File: config.mk
export PLATFORM = sky130hd
export DESIGN_NAME = bp_cfg_responder
export DESIGN_NICKNAME = d
export VERILOG_FILES = /design/src/rtl/bp_cfg_responder.sv
export SDC_FILE = /design/constraint.sdc
export NUM_CORES = 1
export LEC_CHECK = 0
export BUFFER_PORTS_ARGS = -buffer_cell sky130_fd_sc_hd__buf_2
export CORE_AREA = 2 2 235 237
export DETAILED_ROUTE_END_ITERATION = 12
export DIE_AREA = 0 0 237 239
export GPL_ROUTABILITY_DRIVEN = 0
export PLACE_DENSITY = 0.71
export SYNTH_ARGS = -nofsm -noshare
export SYNTH_HDL_FRONTEND = slang
export SYNTH_SLANG_ARGS = --single-unit
File: constraint.sdc
create_clock -name clk_i -period 3.7 [get_ports clk_i]
set_input_delay 0.555 -clock clk_i [delete_from_list [all_inputs] [get_ports clk_i]]
set_output_delay 0.555 -clock clk_i [all_outputs]
set_load 0.01 [all_outputs]
File: src/rtl/bp_cfg_responder.sv
// bp_cfg_responder
//   Configuration-register responder for one core. It accepts write and read
//   commands that are addressed to this core. Writes update a small register
//   file and bump a write counter. Reads return one response, which stays
//   valid until the consumer takes it with resp_yumi_i.
//
// Ports
//   clk_i, reset_i        clock, synchronous active-high reset
//   cfg_v_i / cfg_w_i     command valid / write (1) or read (0)
//   cfg_core_i            target core id, all-ones = broadcast
//   cfg_addr_i/cfg_data_i register address / write data
//   cfg_ready_o           command can be accepted this cycle
//   resp_v_o/resp_data_o  read response valid / data
//   resp_err_o            read hit an unmapped address
//   resp_yumi_i           consumer takes the response
//   freeze_o              register 0 bit 0
//   regs_o                flat view of all registers, reg i at [i*W +: W]
//
// States
//   e_ready | idle, accepting commands
//   e_resp  | holding a read response until resp_yumi_i

module bp_cfg_responder #(
    parameter int cfg_core_width_p = 8,
    parameter int cfg_addr_width_p = 16,
    parameter int cfg_data_width_p = 32,
    parameter int core_id_p        = 0,
    parameter int num_regs_p       = 16
) (
    input  logic                                   clk_i,
    input  logic                                   reset_i,
    input  logic                                   cfg_v_i,
    input  logic                                   cfg_w_i,
    input  logic [cfg_core_width_p-1:0]            cfg_core_i,
    input  logic [cfg_addr_width_p-1:0]            cfg_addr_i,
    input  logic [cfg_data_width_p-1:0]            cfg_data_i,
    output logic                                   cfg_ready_o,
    output logic                                   resp_v_o,
    output logic [cfg_data_width_p-1:0]            resp_data_o,
    output logic                                   resp_err_o,
    input  logic                                   resp_yumi_i,
    output logic                                   freeze_o,
    output logic [num_regs_p*cfg_data_width_p-1:0] regs_o
);

    typedef enum logic {e_ready, e_resp} state_e;

    localparam logic [cfg_core_width_p-1:0] core_id_lp  = cfg_core_width_p'(core_id_p);
    localparam logic [cfg_addr_width_p-1:0] num_regs_lp = cfg_addr_width_p'(num_regs_p);
    localparam logic [cfg_data_width_p-1:0] one_lp      = cfg_data_width_p'(1);

    state_e state_q, state_n;

    logic [cfg_data_width_p-1:0] regs_q [num_regs_p];
    logic [cfg_data_width_p-1:0] wr_cnt_q;
    logic [cfg_data_width_p-1:0] resp_data_q;
    logic                        resp_err_q;

    logic                        accept;
    logic                        core_hit;
    logic                        core_bcast;
    logic                        wr_en;
    logic                        rd_en;
    logic                        addr_in_range;
    logic [cfg_data_width_p-1:0] rd_data;
    logic                        rd_err;

    // Reset gates ready, so commands that arrive during reset are never accepted.
    assign cfg_ready_o   = (state_q == e_ready) && !reset_i;
    assign accept        = cfg_v_i && cfg_ready_o;
    assign core_bcast    = &cfg_core_i;
    assign core_hit      = (cfg_core_i == core_id_lp);
    assign wr_en         = accept && cfg_w_i && (core_hit || core_bcast);
    // A broadcast read has no single responder, so it is dropped.
    assign rd_en         = accept && !cfg_w_i && core_hit && !core_bcast;
    assign addr_in_range = (cfg_addr_i < num_regs_lp);

    always_comb begin
        rd_data = '0;
        rd_err  = 1'b0;
        if (addr_in_range) begin
            for (int i = 0; i < num_regs_p; i++) begin
                if (cfg_addr_i == cfg_addr_width_p'(i)) begin
                    rd_data = regs_q[i];
                end
            end
        end else if (&cfg_addr_i) begin
            rd_data = wr_cnt_q;
        end else begin
            rd_err = 1'b1;
        end
    end

    always_comb begin
        state_n = state_q;
        case (state_q)
            e_ready: if (rd_en)       state_n = e_resp;
            e_resp:  if (resp_yumi_i) state_n = e_ready;
            default:                  state_n = e_ready;
        endcase
    end

    always_ff @(posedge clk_i) begin
        if (reset_i) begin
            state_q <= e_ready;
        end else begin
            state_q <= state_n;
        end
    end

    always_ff @(posedge clk_i) begin
        if (reset_i) begin
            for (int i = 0; i < num_regs_p; i++) begin
                regs_q[i] <= (i == 0) ? one_lp : '0;
            end
            wr_cnt_q <= '0;
        end else if (wr_en && addr_in_range) begin
            for (int i = 0; i < num_regs_p; i++) begin
                if (cfg_addr_i == cfg_addr_width_p'(i)) begin
                    regs_q[i] <= cfg_data_i;
                end
            end
            wr_cnt_q <= wr_cnt_q + one_lp;
        end
    end

    always_ff @(posedge clk_i) begin
        if (reset_i) begin
            resp_data_q <= '0;
            resp_err_q  <= 1'b0;
        end else if (rd_en) begin
            resp_data_q <= rd_data;
            resp_err_q  <= rd_err;
        end
    end

    // Response outputs are forced low outside e_resp and during reset, so a
    // stale captured value never leaks onto the bus.
    assign resp_v_o    = (state_q == e_resp) && !reset_i;
    assign resp_data_o = resp_v_o ? resp_data_q : '0;
    assign resp_err_o  = resp_v_o && resp_err_q;
    assign freeze_o    = regs_q[0][0];

    for (genvar g = 0; g < num_regs_p; g++) begin : g_regs_o
        assign regs_o[g*cfg_data_width_p +: cfg_data_width_p] = regs_q[g];
    end

endmodule

# Word level (Yosys, flattened, before mapping)
# Memory sizes are Yosys's and may differ from the RTL's.
# Index checks and enable logic that the tools add are counted.
[word_totals]
output_inout_bits = 548
elab_cells = 163
in_bits = 61
mem_count = 1
regBits = 66
mem_bits_rw = 512
[op_classes]
n_reduce_logical = 18
n_eq_ne = 15
n_lt_le_gt_ge = 1
addsub = 1
muxes = 106
n_bitwise = 17
[mem_list]
columns = ["memory", "depth", "word_bits", "read_ports", "rd_ports_with_merged_regs", "write_ports", "line_no", "text"]
rows = [
  ["regs_q", 16, 32, 16, 0, 16, "54", "logic [cfg_data_width_p-1:0] regs_q [num_regs_p];"],
]
[ops]
columns = ["cell", "count"]
rows = [
  ["$mux 32", 35],
  ["$eq 16x4->1 const B", 8],
  ["$mux 1", 70],
  ["$eq 16x3->1 const B", 4],
  ["$add 32x1->32 const B", 1],
  ["$eq 16x2->1 const B", 2],
  ["$eq 16x1->1 const B", 1],
  ["$logic_not 16->1", 1],
  ["$lt 16x5->1 const B", 1],
  ["$or 1x1->1", 16],
  ["$reduce_and 16->1", 1],
  ["$logic_and 1x1->1", 10],
  ["$logic_not 8->1", 1],
  ["$reduce_and 8->1", 1],
  ["$logic_not 1->1", 3],
  ["$pmux 1 s2", 1],
  ["$logic_or 1x1->1", 1],
  ["$not 1->1", 1],
]

# Depth between registers and ports, before layout
[depth]
ltp_word = 18
depth_mapped = 11
mapped_depth_nobuf = 7

# Worst setup path after synthesis
# No wires, ideal clock.
[synth_path]
path_type = "in2reg"
startpoint = "input cfg_addr_i[11]"
endpoint = "memory regs_q[5][0] (netlist: regs_q[0][160]), enable pin"
path_slack_ns = 0.341
setup_ns = 0.394
arrival_time_ns = 2.965
cell_stages = 7
required_time_ns = 3.306
path_cell_list = "or4_1 buf_6 nor4_4 buf_4 buf_2 nand3_1 nand2b_1"
[synth_lines]
columns = ["item", "line_no", "text"]
rows = [
  ["start: declaration", "35", "input logic [cfg_addr_width_p-1:0] cfg_addr_i,"],
  ["end: declaration", "54", ""],
]

# Worst setup path after layout
[layout_path]
startpoint = "input cfg_addr_i[15]"
endpoint = "register resp_data_q[6]"
[layout_between]
elab_chain_len = 18
elab_cells_between_ends = 36
classes_between = "order compare (1); eq/ne (15); mux (18); reduce/logical (2)"
[layout_rtl]
columns = ["item", "line_no", "text"]
rows = [
  ["$logic_not 16->1", "83", "if (cfg_addr_i == cfg_addr_width_p'(i)) begin"],
  ["$mux 32 (16 in series)", "83", ""],
  ["$mux 32 *", "81", "if (addr_in_range) begin"],
  ["end signal: assignment", "132", "resp_data_q <= rd_data;"],
  ["end: declaration", "56", "logic [cfg_data_width_p-1:0] resp_data_q;"],
]
# Mark *: on every way between the ends. The rest lies on a longest branch, timed or not.
# A chain may end at the register's enable or synchronous reset.

==> summary.txt <==
Timing
  • Clock skew: 0.0212 ns
  • Period minus WS final: 2.92 ns
  • Worst slew pin tran: 0.784 ns
  • Final hold vios: 0
  • Sum Neg Setup Slack: 0 ns
  • Period utilisation layout: 0.788
  • Pins over their slew limit: 0
  • RSZ-0062 raised after global routing: false
  • FMAX: 343 MHz
  • Worst slew margin: 0.478
  • Final setup vio count: 0

CTS
  • CTS max path bufs: 3
  • Post-CTS Setup Repair Bufs: 0
  • CTS buffer count: 59
  • Clock sinks: 578
  • Clock Latency Late Sink: 0.64 ns
  • CTS tree: yes
  • H-tree depth: 2
  • Root Driver: clkbuf_16
  • Hold_buf cts: 0
  • Cts repair resizes: 0
  • Clock slew at reported path FFs: 0.06 ns

Worst setup path
  • FF-to-FF setup slack: 1.02 ns
  • Reg-to-Reg Start: wr_cnt_q[6]
  • Worst path arrival time: 3.44 ns
  • Setup CP Type: in2reg
  • R2R cell count: 7
  • Crit start category: input pin
  • Crit-path slowest cell: or4_1
  • Worst reg2reg path endpoint: wr_cnt_q[31]
  • CP startpoint: cfg_addr_i[15]
  • CP peak stage delay: 0.89 ns
  • Crit end category: flip-flop
  • WP data required: 4.22 ns
  • Cell Chain, Critical Path: buf_2 > or4_1 > or4_4 > o31ai_1 > nand4_1 > o211a_1
  • Crit Path Max Fanout: 13

Routing
  • Residual DRC: 0
  • Vias per std cell: 6.29
  • Routed via count: 21500
  • Initial DRT Pass Iterations: 9
  • DRT iter0 DRCs: 3030
  • Routed length per instance: 31.3 µm
  • DR WL met3: 14900 µm
  • Uppermost routed layer: met5
  • Met2 WL: 47500 µm
  • Routed WL: 107000 µm
  • Wl on met1: 39200 µm
  • DRT antenna net count: 0

Hold path
  • Path type of the worst min-delay path: in2reg
  • Cell count of the worst hold path: 2
  • Hold Crit Endpoint: state_q
  • Source of the worst hold timing path: resp_yumi_i

Power and ir drop
  • Internal power: 0.0112 W
  • Leakage: 12.0 nW
  • Combinational share of power: 0.092
  • Worst VDD drop: 0.000409 V
  • Sw Ratio: 0.251
  • Switching pwr: 0.00376 W
  • Reg power frac: 0.517
  • Pwr/cell area: 474 mW/mm²
  • Clk pwr share: 0.391

Outcome
  • Outcome: finished clean

Logic synthesis
  • Top cell type's share of synthesized area: 0.608
  • Syn avg cell area: 12.4 µm²
  • EDFF count, synth: 512
  • Most common flop cell mapped by yosys: edfxtp_1
  • Sequential-to-total area share from yosys stat: 0.661
  • Synthesis Warnings: 0
  • Ys async rst share: 0
  • Post-synth top cells: edfxtp_1, nor2_1, clkbuf_1, nand2_1, a21oi_1
  • Count leader, synth: edfxtp_1
  • Syn Nets: 2102
  • Synth Register Bits: 578
  • Yosys cell types: 72
  • Biggest area consumer among synthesized cells: edfxtp_1
  • Synth top area cells: edfxtp_1, nor2_1, dfxtp_1, mux4_2, a21oi_1
  • Synthesized cell area: 0.0253 mm²
  • Cells after synthesis: 2040

Place
  • PortBufs: 608
  • Area after DPL: 0.0297 mm²
  • DP HPWL: 80100 µm

Finish
  • Post-route cell area: 0.0316 mm²
  • Area Growth Syn to Fin: 24.9%
  • Nets: 2730
  • Share of cells above drive strength 1: 0.335

Global routing
  • Global-route wire length before repair: 150000 µm
  • Largest net degree at the start of global routing: 118
  • Initial antenna violation count: 4
  • Total track usage: 0.369
  • Vias in the first global route: 20700
  • Grt total ovfl: 0

Floorplanning
  • Initial Utilization: 0.465
  • Io pins: 609
  • Die height: 239 µm
  • FP Rows: 86
  • Die area: 0.0566 mm²
  • Die width: 237 µm
  • CORE AREA: 0.0543 mm²

Flow run
  • Maximum Capacitance Violations: 0
power groups by stage:
stage | clock network, W | logic (W) | registers, W
after CTS | 0.00586 | 0.00135 | 0.00773
after detailed placement | 0 | 0.00135 | 0.00786
final | 0.00586 | 0.00137 | 0.00774
after global routing | 0.00611 | 0.00142 | 0.00776
after global placement | 0 | 0.00134 | 0.00785
after floorplan | 0 | 0.000381 | 0.00795
area by class of cell:
cell class / count / area (µm²)
Antenna cell: 1 / 2.50
Clock buffer: 83 / 1680
Timing Repair Buffer: 726 / 4110
Tap cell: 704 / 881
Sequential cell: 578 / 16700
Inverter: 46 / 173
Multi-Input combinational cell: 1257 / 7830
Fill cell: 4462 / 22800
Clock inverter: 26 / 194
cells in the final DEF, fill, tap and decap left out, types with 10 or more instances in the layout:
cell       synthesis  routed
nand3_1           43      37
nor2_1           400     399
xnor2_1           18      18
clkinv_2           0      10
a221oi_1          26      26
nor3_1            33      32
dfxtp_1           66      66
nand2b_1          49      40
o21ai_0           61      60
nor2b_1           12      10
o221ai_1          23      23
clkinv_1           1      10
nand2_1           96      95
o22ai_1           26      26
mux2_2            14      14
and2_1            66      66
clkbuf_16          0      62
buf_4              3     107
inv_1             45      45
clkbuf_1         103      16
a22oi_1           34      34
a21oi_1           92      92
a21o_1            10      10
buf_2             40     605
mux4_2            36      36
buf_12             0      14
edfxtp_1         512     512
a31oi_1           12      12
or3_1             13      13
nand4_1           20      20
mux2i_1           25      25
critical path, delay by kind of cell:
family,cells,cell delay (ns)
simple gates,3,1.88
compound gates,2,0.85
buf+inv,1,0.13
sequential cells by signal (all words and copies together), names as in the netlist:
register,flops
resp_data_q,32
regs_q,512
wr_cnt_q,32
resp_err_q,1
state_q,1
stage by stage:
step	setup slack (ns)	instances	hold slack (ns)	power, W	utilization
after floorplan	0.341	2040	0.446	0.00833	-
after global placement	0.309	3311	0.463	0.00919	0.546
after detailed placement	0.266	3311	0.483	0.00921	0.546
after CTS	0.905	3420	0.112	0.0149	0.581
after global routing	0.763	3420	0.146	0.0153	0.581
final	0.783	3421	0.120	0.0150	0.581
layer usage:
layer  up-vias  track usage
li1       8814            -
met1     10600        0.491
met2      1815        0.562
met3       288        0.114
met4         4        0.160
met5         -            0
worst max path at each step:
| stage | endpoint |
|---|---|
| after floorplan | regs_q[0][160] |
| after global placement | resp_data_q[6] |
| after detailed placement | resp_data_q[18] |
| after CTS | resp_data_q[6] |
| after global routing | resp_data_q[18] |
| final | resp_data_q[6] |
cells by family after synthesis:
group	count (synthesis)	share of synthesized area
multiplexers	76	0.0487
adder cells (fa/ha/maj)	1	0.000495
buffers and inverters	205	0.0341
AO/OA/AOI/OAI	368	0.0982
AND/OR/NAND/NOR	791	0.151
XOR/XNOR	21	0.00728
flip-flops	578	0.661
No activity file was read; power rests on OpenSTA's default activity.
